`src/rtl/pipe_ctrl.sv`:
```
// ---------------------------------------------------------------------------
// pipe_ctrl -- sequencing controller for the five-stage core (F, D, A, M, W).
//
// This block keeps a shadow copy of the destination and type of every
// instruction in A, M and W. It holds control state only, with no datapath
// values. From that shadow copy it derives the following:
//   * stage enables, with a one-cycle bubble for load-use hazards,
//   * a full freeze while a memory op in M waits for data memory,
//   * registered forwarding selects for the instruction entering A,
//   * the register-file write strobe and index,
//   * a sticky timeout flag when memory stays unready too long.
//
// Ports
//   clk, reset            clock; synchronous active-high reset
//   D_valid               D holds a real instruction
//   D_addr_r1/_r2         source registers of the D instruction
//   D_use_r2              D instruction reads r2
//   D_addr_rd, D_We       destination of the D instruction and its write flag
//   D_is_load, D_is_mem   D instruction is a load / any memory op
//   MEM_ready             data memory completes its access this cycle
//   F_en..W_en            stage register enables
//   A_bubble              load an invalid instruction into A this cycle
//   A_fwd1, A_fwd2        operand source for A: 00 regfile, 01 M, 10 W
//   W_commit, W_addr      register-file write strobe and index
//   MEM_err               sticky memory-timeout flag
// ---------------------------------------------------------------------------
module pipe_ctrl #(
  parameter int REG_ADDRESS_SIZE = 5,
  parameter int TIMEOUT          = 255
) (
  input  logic                        clk,
  input  logic                        reset,
  input  logic                        D_valid,
  input  logic [REG_ADDRESS_SIZE-1:0] D_addr_r1,
  input  logic [REG_ADDRESS_SIZE-1:0] D_addr_r2,
  input  logic                        D_use_r2,
  input  logic [REG_ADDRESS_SIZE-1:0] D_addr_rd,
  input  logic                        D_We,
  input  logic                        D_is_load,
  input  logic                        D_is_mem,
  input  logic                        MEM_ready,
  output logic                        F_en,
  output logic                        D_en,
  output logic                        A_en,
  output logic                        M_en,
  output logic                        W_en,
  output logic                        A_bubble,
  output logic [1:0]                  A_fwd1,
  output logic [1:0]                  A_fwd2,
  output logic                        W_commit,
  output logic [REG_ADDRESS_SIZE-1:0] W_addr,
  output logic                        MEM_err
);

  localparam int            CW   = $clog2(TIMEOUT + 1);
  localparam logic [CW-1:0] TMAX = CW'(TIMEOUT);

  typedef struct packed {
    logic                        valid;
    logic [REG_ADDRESS_SIZE-1:0] rd;
    logic                        we;
    logic                        is_load;
    logic                        is_mem;
  } slot_t;

  typedef enum logic {ST_RUN, ST_WAIT} state_t;

  localparam slot_t SLOT_EMPTY = '0;

  slot_t      sa_q, sm_q, sw_q;
  slot_t      sa_d, sm_d, sw_d;
  logic [1:0] fwd1_q, fwd1_d, fwd2_q, fwd2_d;
  state_t     state_q;
  logic [CW-1:0] cnt_q;
  logic       err_q;
  logic       freeze, luse;

  // The load flag is never needed past M, and the mem flag is never needed
  // in W. Those bits travel with the slot only to keep the slots uniform.
  logic unused_slot_bits;
  assign unused_slot_bits = ^{sm_q.is_load, sw_q.is_load, sw_q.is_mem};

  // A slot produces a register value only if it writes a register other than x0.
  function automatic logic produces(input slot_t s);
    return s.valid & s.we & (s.rd != '0);
  endfunction

  // The newest producer wins. The instruction now in A will be in M when
  // the consumer reaches A.
  function automatic logic [1:0] fwd_sel(input logic [REG_ADDRESS_SIZE-1:0] src,
                                         input slot_t a, input slot_t m);
    if (produces(a) && (src == a.rd)) return 2'b01;
    if (produces(m) && (src == m.rd)) return 2'b10;
    return 2'b00;
  endfunction

  assign freeze = sm_q.valid & sm_q.is_mem & ~MEM_ready;
  assign luse   = ~freeze & D_valid & sa_q.is_load & produces(sa_q) &
                  ((D_addr_r1 == sa_q.rd) | (D_use_r2 & (D_addr_r2 == sa_q.rd)));

  // NOTE: every signal in this block gets a default first, so no path
  // leaves a value unassigned and no latch is inferred.
  always_comb begin
    sa_d     = sa_q;
    sm_d     = sm_q;
    sw_d     = sw_q;
    fwd1_d   = fwd1_q;
    fwd2_d   = fwd2_q;
    F_en     = 1'b1;
    D_en     = 1'b1;
    A_en     = 1'b1;
    M_en     = 1'b1;
    W_en     = 1'b1;
    A_bubble = 1'b0;

    if (freeze) begin
      F_en = 1'b0;
      D_en = 1'b0;
      A_en = 1'b0;
      M_en = 1'b0;
      W_en = 1'b0;
    end else if (luse) begin
      F_en     = 1'b0;
      D_en     = 1'b0;
      A_bubble = 1'b1;
      sa_d     = SLOT_EMPTY;
      sm_d     = sa_q;
      sw_d     = sm_q;
      fwd1_d   = 2'b00;
      fwd2_d   = 2'b00;
    end else begin
      sa_d   = '{valid: D_valid, rd: D_addr_rd, we: D_We,
                 is_load: D_is_load, is_mem: D_is_mem};
      sm_d   = sa_q;
      sw_d   = sm_q;
      fwd1_d = D_valid ? fwd_sel(D_addr_r1, sa_q, sm_q) : 2'b00;
      fwd2_d = (D_valid & D_use_r2) ? fwd_sel(D_addr_r2, sa_q, sm_q) : 2'b00;
    end
  end

  assign W_commit = produces(sw_q) & ~freeze;
  assign W_addr   = sw_q.rd;
  assign A_fwd1   = fwd1_q;
  assign A_fwd2   = fwd2_q;
  assign MEM_err  = err_q;

  // NOTE: sequential state uses non-blocking assignments only, so every
  // register samples values from before the clock edge.
  always_ff @(posedge clk) begin
    if (reset) begin
      sa_q    <= SLOT_EMPTY;
      sm_q    <= SLOT_EMPTY;
      sw_q    <= SLOT_EMPTY;
      fwd1_q  <= 2'b00;
      fwd2_q  <= 2'b00;
      state_q <= ST_RUN;
      cnt_q   <= '0;
      err_q   <= 1'b0;
    end else begin
      sa_q   <= sa_d;
      sm_q   <= sm_d;
      sw_q   <= sw_d;
      fwd1_q <= fwd1_d;
      fwd2_q <= fwd2_d;
      case (state_q)
        ST_RUN: begin
          if (freeze) begin
            state_q <= ST_WAIT;
            cnt_q   <= '0;
          end
        end
        ST_WAIT: begin
          if (MEM_ready) begin
            state_q <= ST_RUN;
          end else if (cnt_q != TMAX) begin
            // The counter saturates. The flag stays set and the pipe keeps waiting.
            cnt_q <= cnt_q + 1'b1;
            if (cnt_q + 1'b1 == TMAX) err_q <= 1'b1;
          end
        end
        default: state_q <= ST_RUN;
      endcase
    end
  end

endmodule
```
`config.mk`:
```
export PLATFORM = sky130hd
export DESIGN_NAME = pipe_ctrl
export DESIGN_NICKNAME = d
export VERILOG_FILES = /design/src/rtl/pipe_ctrl.sv
export SDC_FILE = /design/constraint.sdc
export NUM_CORES = 1
export LEC_CHECK = 0
export BUFFER_PORTS_ARGS = -buffer_cell sky130_fd_sc_hd__buf_4
export CAP_MARGIN = 20
export CORE_ASPECT_RATIO = 1.1
export CORE_MARGIN = 2
export CORE_UTILIZATION = 48
export DETAILED_ROUTE_END_ITERATION = 12
export PLACE_DENSITY = 0.86
export SLEW_MARGIN = 30
export SYNTH_ARGS = -nofsm -noshare
export SYNTH_HDL_FRONTEND = slang
export SYNTH_SLANG_ARGS = --single-unit
```
`constraint.sdc`:
```
create_clock -name clk -period 1.6 [get_ports clk]
set_input_delay 0.16 -clock clk [delete_from_list [all_inputs] [get_ports clk]]
set_output_delay 0.16 -clock clk [all_outputs]
set_load 0.005 [all_outputs]
```
Yosys cells after proc, flatten, opt, wreduce, memory -nomap -nowiden

Cells that the tools add are included.

Register bits after elaboration: 38
Bits in latches: 0
RAM bits: 0
ROM bits: 0
Input port bits: 23
Output and inout bits: 17
Logic and storage cells: 94
Memories kept: 0

Add/sub/neg operators: 1
$mul: 0
Divide/modulo/power cells: 0
Magnitude comparators: 0
Equality and inequality tests: 9
Shift-type cells: 0
Mux-type cells: 39
Bitwise gates (word level): 19
Reductions and logical operators: 9

Operators with widths:

| cell                                                                    | number |
|---|---|
| 2-bit two-way mux                                                       | 12 |
| 8-bit two-way mux                                                       | 3 |
| 1-bit two-way mux                                                       | 21 |
| 5-bit equality test                                                     | 4 |
| 8-bit case mux with 2 select lines                                      | 1 |
| 1-bit bitwise AND                                                       | 15 |
| 5-bit nonzero test                                                      | 3 |
| 9-bit two-way mux                                                       | 1 |
| 8-bit by 1-bit adder with 8-bit output, second input constant           | 1 |
| 8-bit equality test, second input constant                              | 1 |
| 8-bit inequality test, second input constant                            | 1 |
| 1-bit logical AND                                                       | 4 |
| 2-bit inequality test, second input constant                            | 2 |
| 4-bit AND reduction                                                     | 1 |
| 1-bit NOT                                                               | 3 |
| 3-bit AND reduction                                                     | 1 |
| 2-bit by 1-bit inequality test with 1-bit output, second input constant | 1 |
| 1-bit case mux with 2 select lines                                      | 1 |
| 1-bit OR                                                                | 1 |

Logic depth before layout (Yosys ltp)

Gate-level depths: netlist of run 1.

Depth in word-level cells: 16
Mapped depth: 8
Mapped depth without buffers: 6

Worst setup path before layout of run 1

No wires, ideal clock.

Path type: register to output
From: reg sa_q[6] (netlist name)
To: out F_en
Data arrival time: 1.620 ns
Data required time: 1.440 ns
Path slack: -0.180 ns
Stages on the path, launching flop included: 6
Buffers on the path: 1
Cells stage by stage: dfxtp_1 -> or4_1 -> o211a_1 -> and3_2 -> nor2_1 -> buf_4

Word-level cells in the longest chain between the ends: 6
Elaborated cells on any way between the ends: 10
Classes of those cells: eq/ne: 2; mux: 2; bitwise: 5; reduce/logical: 1

Ends and longest elaborated chain:

| what                                                             | RTL line | source |
|---|---|---|
| start: declaration                                               | 70       | `slot_t sa_q, sm_q, sw_q;` |
| start signal: assignment                                         | 151      | `sa_q <= SLOT_EMPTY;` |
| start signal: assignment                                         | 160      | `sa_q <= sa_d;` |
| 5-bit equality test / 5-bit nonzero test (equally long branches) | 99, 85   |  |
| 1-bit bitwise AND (on tied branches)                             | 99, 85   |  |
| 1-bit OR / 1-bit bitwise AND (equally long branches)             | 99, 98   |  |
| 1-bit bitwise AND *                                              | 98       | `assign luse = ~freeze & D_valid & sa_q.is_load & produces(sa_q) &` |
| 1-bit two-way mux * (2 in a row)                                 | n/a      |  |
| end: declaration                                                 | 42       | `output logic F_en,` |

Every way passes the cells marked *; elsewhere a longest branch is shown, timed or not.

Worst setup path in the final report of run 1

From: reg sa_q[6] (netlist name)
To: out D_en

Word-level cells in the longest chain between the ends: 6
Elaborated cells on any way between the ends: 10
Classes of those cells: eq/ne: 2; mux: 2; bitwise: 5; reduce/logical: 1

Ends and longest elaborated chain:

| what                                                             | RTL line | source |
|---|---|---|
| 5-bit equality test / 5-bit nonzero test (equally long branches) | 99, 85   |  |
| 1-bit bitwise AND (on tied branches)                             | 99, 85   |  |
| 1-bit OR / 1-bit bitwise AND (equally long branches)             | 99, 98   |  |
| 1-bit bitwise AND *                                              | 98       |  |
| 1-bit two-way mux *                                              | 122      | `end else if (luse) begin` |
| 1-bit two-way mux *                                              | 116      | `if (freeze) begin` |
| end: declaration                                                 | 43       | `output logic D_en,` |

Marked as above.

==> results of run 1 <==
## where the power goes
group	internal, mW	switching [mW]	leakage [nW]
Clock	0.459	0.345	0.0579
Sequential	0.973	0.0284	0.312
Combinational	0.134	0.111	0.709
## cells in the mapped netlist, drive strengths merged
master	instances	area share (%)
a21o	1	0.40
a21oi	18	4.8
a22o	9	4.2
a22oi	2	0.80
a311oi	4	2.8
a31oi	2	0.67
a41oi	1	0.47
and2	1	0.33
and3	5	1.7
and3b	1	0.47
buf	13	4.3
clkbuf	5	1.1
dfxtp	38	41
ha	2	1.3
inv	3	0.60
mux2	1	0.60
nand2	34	6.8
nand2b	2	0.67
nand3	5	1.3
nand3b	1	0.40
nand4	5	1.7
nor2	21	4.2
nor2b	1	0.33
nor3	8	2.1
nor3b	2	0.80
nor4	2	0.67
o211a	1	0.54
o211ai	1	0.40
o21a	1	0.40
o21ai	3	0.80
o22a	1	0.47
o22ai	2	0.67
o311ai	1	0.47
o31ai	1	0.40
or2	1	0.33
or4	2	0.80
xnor2	13	6.1
xor2	9	4.2
## state kept, by name, summed over array words and instances, names as in the netlist
name and cells:
A_fwd1 2, A_fwd2 2, MEM_err 1, W_addr 5, cnt_q 8, sa_q 9, sm_q 8, state_q 1
sw_q 2
## how the worst max path moves through the flow
| stage | cells after the start | from | endpoint | slack, ns |
|---|---|---|---|---|
| 6_report | 5 | sa_q[6] | D_en | -0.34 |
| 5_1_grt | 7 | sa_q[4] | D_en | -0.39 |
| 4_1_cts | 5 | sa_q[6] | F_en | -0.38 |
| 3_5_place_dp | 5 | sa_q[6] | sa_q[6] | -0.18 |
| 3_3_place_gp | 5 | sa_q[6] | sa_q[6] | -0.12 |
| 2_1_floorplan | 4 | sa_q[6] | sa_q[6] | -0.15 |
## cell type report
class	count	area [um2]	share of cell area, %
Multi-Input combinational cell	164	1110	41.9
Sequential cell	38	767	29.0
Timing Repair Buffer	75	587	22.2
Clock buffer	5	68.8	2.60
Tap cell	50	62.6	2.37
Clock inverter	3	40.0	1.51
Inverter	3	11.3	0.426
## layer usage
metal  up-vias  global-route usage (%)  share of wire, %
met5         -                       0                 0
met4         0                    8.45               2.0
met3        11                    5.52               5.4
met2        66                    40.8                52
met1       967                    27.3                40
li1        907                       -                 -
## timing repair
| action | in CTS | in global routing |
|---|---|---|
| endpoints found under the setup margin | 23 | 24 |
| cloned | 0 | 1 |
| resized for setup | 14 | 20 |
| buffers inserted | 4 | 8 |
| pin swaps | 5 | 13 |
## logic make-up after synthesis
family                     after synthesis  synth area share (%)
and+or+nand+nor                         91                  22.7
AOI/OAI and AO/OA                       48                  18.3
adders and majority gates                2                  1.34
DFF                                     38                  40.7
muxes                                    1                 0.602
buffers and inverters                   21                  6.02
xor gates and xnor gates                22                  10.3
## critical path, delay by kind of cell (launching register included)
kind	cells	cell delay (ns)
flops	1	0.32
compound gates	1	0.25
buf+inv	1	0.11
simple gates	3	0.80
==> run metrics, run 1 <==
status complete, but fails checks; failing checks setup timing; CP max FO 3; H-tree levels 2; LEAKAGE 1.08 nW; vias in the first global route between 1500 and 2000; Die ar. ~0.0044 mm2; pre-CTS WS -0.180 ns; gr ovfl total 0; Horiz. Die Dim around 64 um; Initial Util between 50% and 60%; WL/cell 16.4 um; number of synthesized register bits 38; syn nets about 250; capturing point of the worst reg2reg path sa_q[6]; global-route wire length before repair just over 8 mm; Finished Cell Area 0.00265 mm2; Finished Core Util a little under three quarters; Worst Path Arrival roughly 1.8 ns; CTS tree yes; Least-Margin Pin Slew approximately 0.79 ns; largest net degree at the start of global routing 19; synthesized instance count between 200 and 250; max_slew headroom 47.2%; Port Buffers 39; leading cell type in the layout, fill and taps excluded buf_4; initial antenna violation count 0; nets 312; min Tclk post-route 1.94 ns; Worst Path Required roughly 1.4 ns; maximum vdd drop about 0.00056 V; Hold Path Class primary input to flop; Layout Skew 0.00618 ns; I/O pins 40; max-cap viol count 0; Hold Crit Endpoint sa_q[1]; Placed Area 0.00231 mm2; final slew viol count 0; Iter 0 DRT Violations 195; Yosys cell types 43; share of cells above drive strength 1 between 30 and 40%; R2R Setup Slk -0.30 ns; antenna-violating nets left 0; Pwr Density 775 mW/mm2; GP Congestion just under 0.9; Worst Slack Setup Final -0.339 ns; slowest CP cell or4_4; Final setup viols 16; fillers ~260; worst skew pair latency 0.29 ns; residual DRC count 0; Worst Min Path Start D_is_load; share of the yosys chip area belonging to registers between 40 and 50%; worst hold slack between 0.08 and 0.09 ns; R2R Path Start sa_q[6]; Vert. Die Dim 69.5 um; Num CTS Buffers 5; # clock sinks 38; Core Box Area 0.00368 mm2; Finished Layout Cells 338; most frequent cells in the layout 71 x buf_4, 34 x nand2_1, 33 x dfxtp_1; mean post-synth cell area 8.39 um2; vias post-DR around 2000; dpl hpwl between 3 and 4 mm; total track usage between 20% and 30%; Post-Syn Area ~0.0019 mm2; final hold violation count 0; Overall Power 2.05 mW; Hold Path Stages 2; post-route setup TNS -3.67 ns; # diodes 0; num rows 23; DRT Pass-1 Iters 4; via/cell ratio 5.77; Worst Setup Start Kind flop; final wirelength about 5.5 mm; Crit Path Category flop to output pin; Worst path max stage delay 0.54 ns; P&R area growth vs syn 41.4%; Worst Setup End Kind output pin; reg2reg path depth 6; placed insts about 320; Critical Path, Cell by Cell or4_4, o211a_4, and3_4, nor2_4, buf_4; RSZ-0062 raised after global routing yes; worst-case clock buffer depth 2; part of the cycle the worst path needs 121%; Syn. warnings 0; FMAX 516 MHz; clock slew at reported path FFs roughly 0.08 ns; CTS Hold Bufs 0; clock root buffer clkbuf_8
(Power assumes the default switching activity.)
==> inputs of run 2 (changes only) <==
CORE_UTILIZATION = 55   (was 48)
PLACE_DENSITY = 0.92   (was 0.86)
RECOVER_POWER = 100   (was unset)
clock period = 2.3 ns   (was 1.6 ns; I/O delays follow)
==> run 2 against run 1 <==
The run now ends clean. Via count shrank 13%. Clock power down 47%. Critical path depth stayed put. Largest power group unchanged. Sequential share of layout area up 5.6 points. Final cell count decreased by 14%. Total power shrank 39%. Global-route usage increased by 0.45 points.
==> run metrics, run 2 (same netlist as run 1, synthesis figures left out) <==
nets 279 (-11%); grt met1 use 29.2% (+1.8 points); status completed; RSZ-0062 raised after global routing no; global-route wire length before repair 7.10 mm (-13%); I/O pins 40 (unchanged); worst-case clock buffer depth 2 (unchanged); P&R area growth vs syn 17.9%; placed insts 283 (-11%); Worst Setup End Kind output pin; # diodes 0 (unchanged); GR peak layer met2; CTS tree yes; gr ovfl total 0 (unchanged); Iter 0 DRT Violations 100 (-49%); vias post-DR 1701 (-13%); clock root buffer clkbuf_4; Layout Skew 0.00893 ns (+0.00275 ns); Vert. Die Dim 65.2 um (-6.2%); antenna-violating nets left 0 (unchanged); FMAX about 460 MHz; min Tclk post-route about 2.2 ns; max reg flops 9 (unchanged); initial antenna violation count 0 (unchanged); met2 GRT Util 39.7% (-1.1 points); num rows 22 (-4.3%); # clock sinks 38 (unchanged); grt met3 use 4.13% (-1.4 points); via/cell ratio 5.85 (+1.3%); worst hold slack 0.0972 ns (+0.0166 ns); most frequent cells in the layout 36 x dfxtp_1, 34 x nand2_1, 28 x buf_4; part of the cycle the worst path needs a little over nine tenths; Port Buffers 39 (unchanged); final wirelength 4.19 mm (-24%); Finished Layout Cells 291 (-14%); Hold Path Class primary input to flop; vias in the first global route 1629 (-10%); Final setup viols 0 (-16); maximum vdd drop 0.000309 V (-45%); Num CTS Buffers 5 (unchanged); WL/cell 14.4 um (-12%); residual DRC count 0 (unchanged); Worst Path Required 2.07 ns (+0.63 ns); GP Congestion 0.832 (-4.9%); share of cells above drive strength 1 22.4% (-17 points); worst skew pair latency 0.34 ns (+0.05 ns); max_slew headroom 55.9% (+8.7 points); Horiz. Die Dim 59.6 um (-6.2%); post-route setup TNS 0 ns (+3.67 ns); Die ar. 0.00388 mm2 (-12%); final slew viol count 0 (unchanged); CP max FO 5 (+2); max-cap viol count 0 (unchanged); Initial Util 56.6% (+5.8 points); Pwr Density 568 mW/mm2 (-27%); H-tree levels 2 (unchanged); Regs by FF count sa_q: 9 flops, cnt_q: 8 flops, sm_q: 8 flops; DRT Pass-1 Iters 4 (unchanged); clock slew at reported path FFs 0.11 ns (+0.03 ns); largest net degree at the start of global routing 32 (+13); leading cell type in the layout, fill and taps excluded dfxtp_1; Core Box Area 0.00330 mm2 (-10%); Worst Setup Start Kind flop; Worst Path Arrival 1.96 ns (+0.18 ns); CTS Hold Bufs 0 (unchanged); dpl hpwl 2.98 mm (-13%); LEAKAGE 0.867 nW (-20%); Top reg by flops sa_q; total track usage 23.7% (+0.45 points); final hold violation count 0 (unchanged); Least-Margin Pin Slew 0.662 ns (-0.127 ns); Crit Path Category flop to output pin
run 2: cell count changes in the layout (fill, tap and decap cells not counted), moves of 3 or more:
cell | before | now
buf_4 | 71 | 28
clkbuf_4 | 0 | 19
a311oi_1 | 0 | 3
buf_6 | 3 | 0
dfxtp_1 | 33 | 36
dfxtp_2 | 5 | 2
run 2: timing repair:
item                       in CTS  in global routing
gates resized for setup         1                  3
setup endpoints to repair       2                  2
setup buffers                   0                  0
hold endpoints to repair        0                  0
run 2: final cells by class:
cell class                 count  area (um2)
fill                         283        1100
multi-input combinational    164         991
sequential                    38         763
timing repair buffer          42         315
clock buffer                   8        78.8
tap                           36        45.0
inverter                       3        11.3
run 2: critical path, cell delays in order, from the launching register on:
cell	delay, ns
dfxtp_2	0.37
or4_4	0.55
o211a_1	0.24
and3_1	0.22
nor2_2	0.11
buf_4	0.12
run 2: final timing paths:
kind	startpoint	endpoint	slack, ns	depth (start not counted)
worst max-delay path	sa_q[6]	D_en	0.11	5
worst min-delay path	D_addr_rd[2]	sa_q[5]	0.1	2
worst max register to register	sa_q[6]	sa_q[0]	0.24	4
worst min register to register	A_fwd1[1]	A_fwd1[1]	0.46	2
run 2: stage by stage:
stage | utilization (%) | power, mW | setup slack, ns | instance area, um2
6_report | 66.7 | 1.25 | 0.111 | 2200
4_1_cts | 67.0 | 1.26 | 0.0279 | 2210
5_1_grt | 66.7 | 1.29 | 0.0465 | 2200
3_3_place_gp | 64.5 | 0.832 | 0.439 | 2130
3_5_place_dp | 64.5 | 0.836 | 0.396 | 2130
2_1_floorplan | - | 0.780 | 0.450 | 1870
run 2: where the power goes:
part           total, mW  switching [mW]  internal [mW]
clock              0.430           0.221          0.209
sequential         0.700          0.0228          0.677
combinational      0.123          0.0554         0.0677
run 2: layer usage:
metal  vias up  share of wire [%]
met5         -                  0
met4         0                2.8
met3        15                6.5
met2        65                 48
met1       779                 42
li1        842                  -
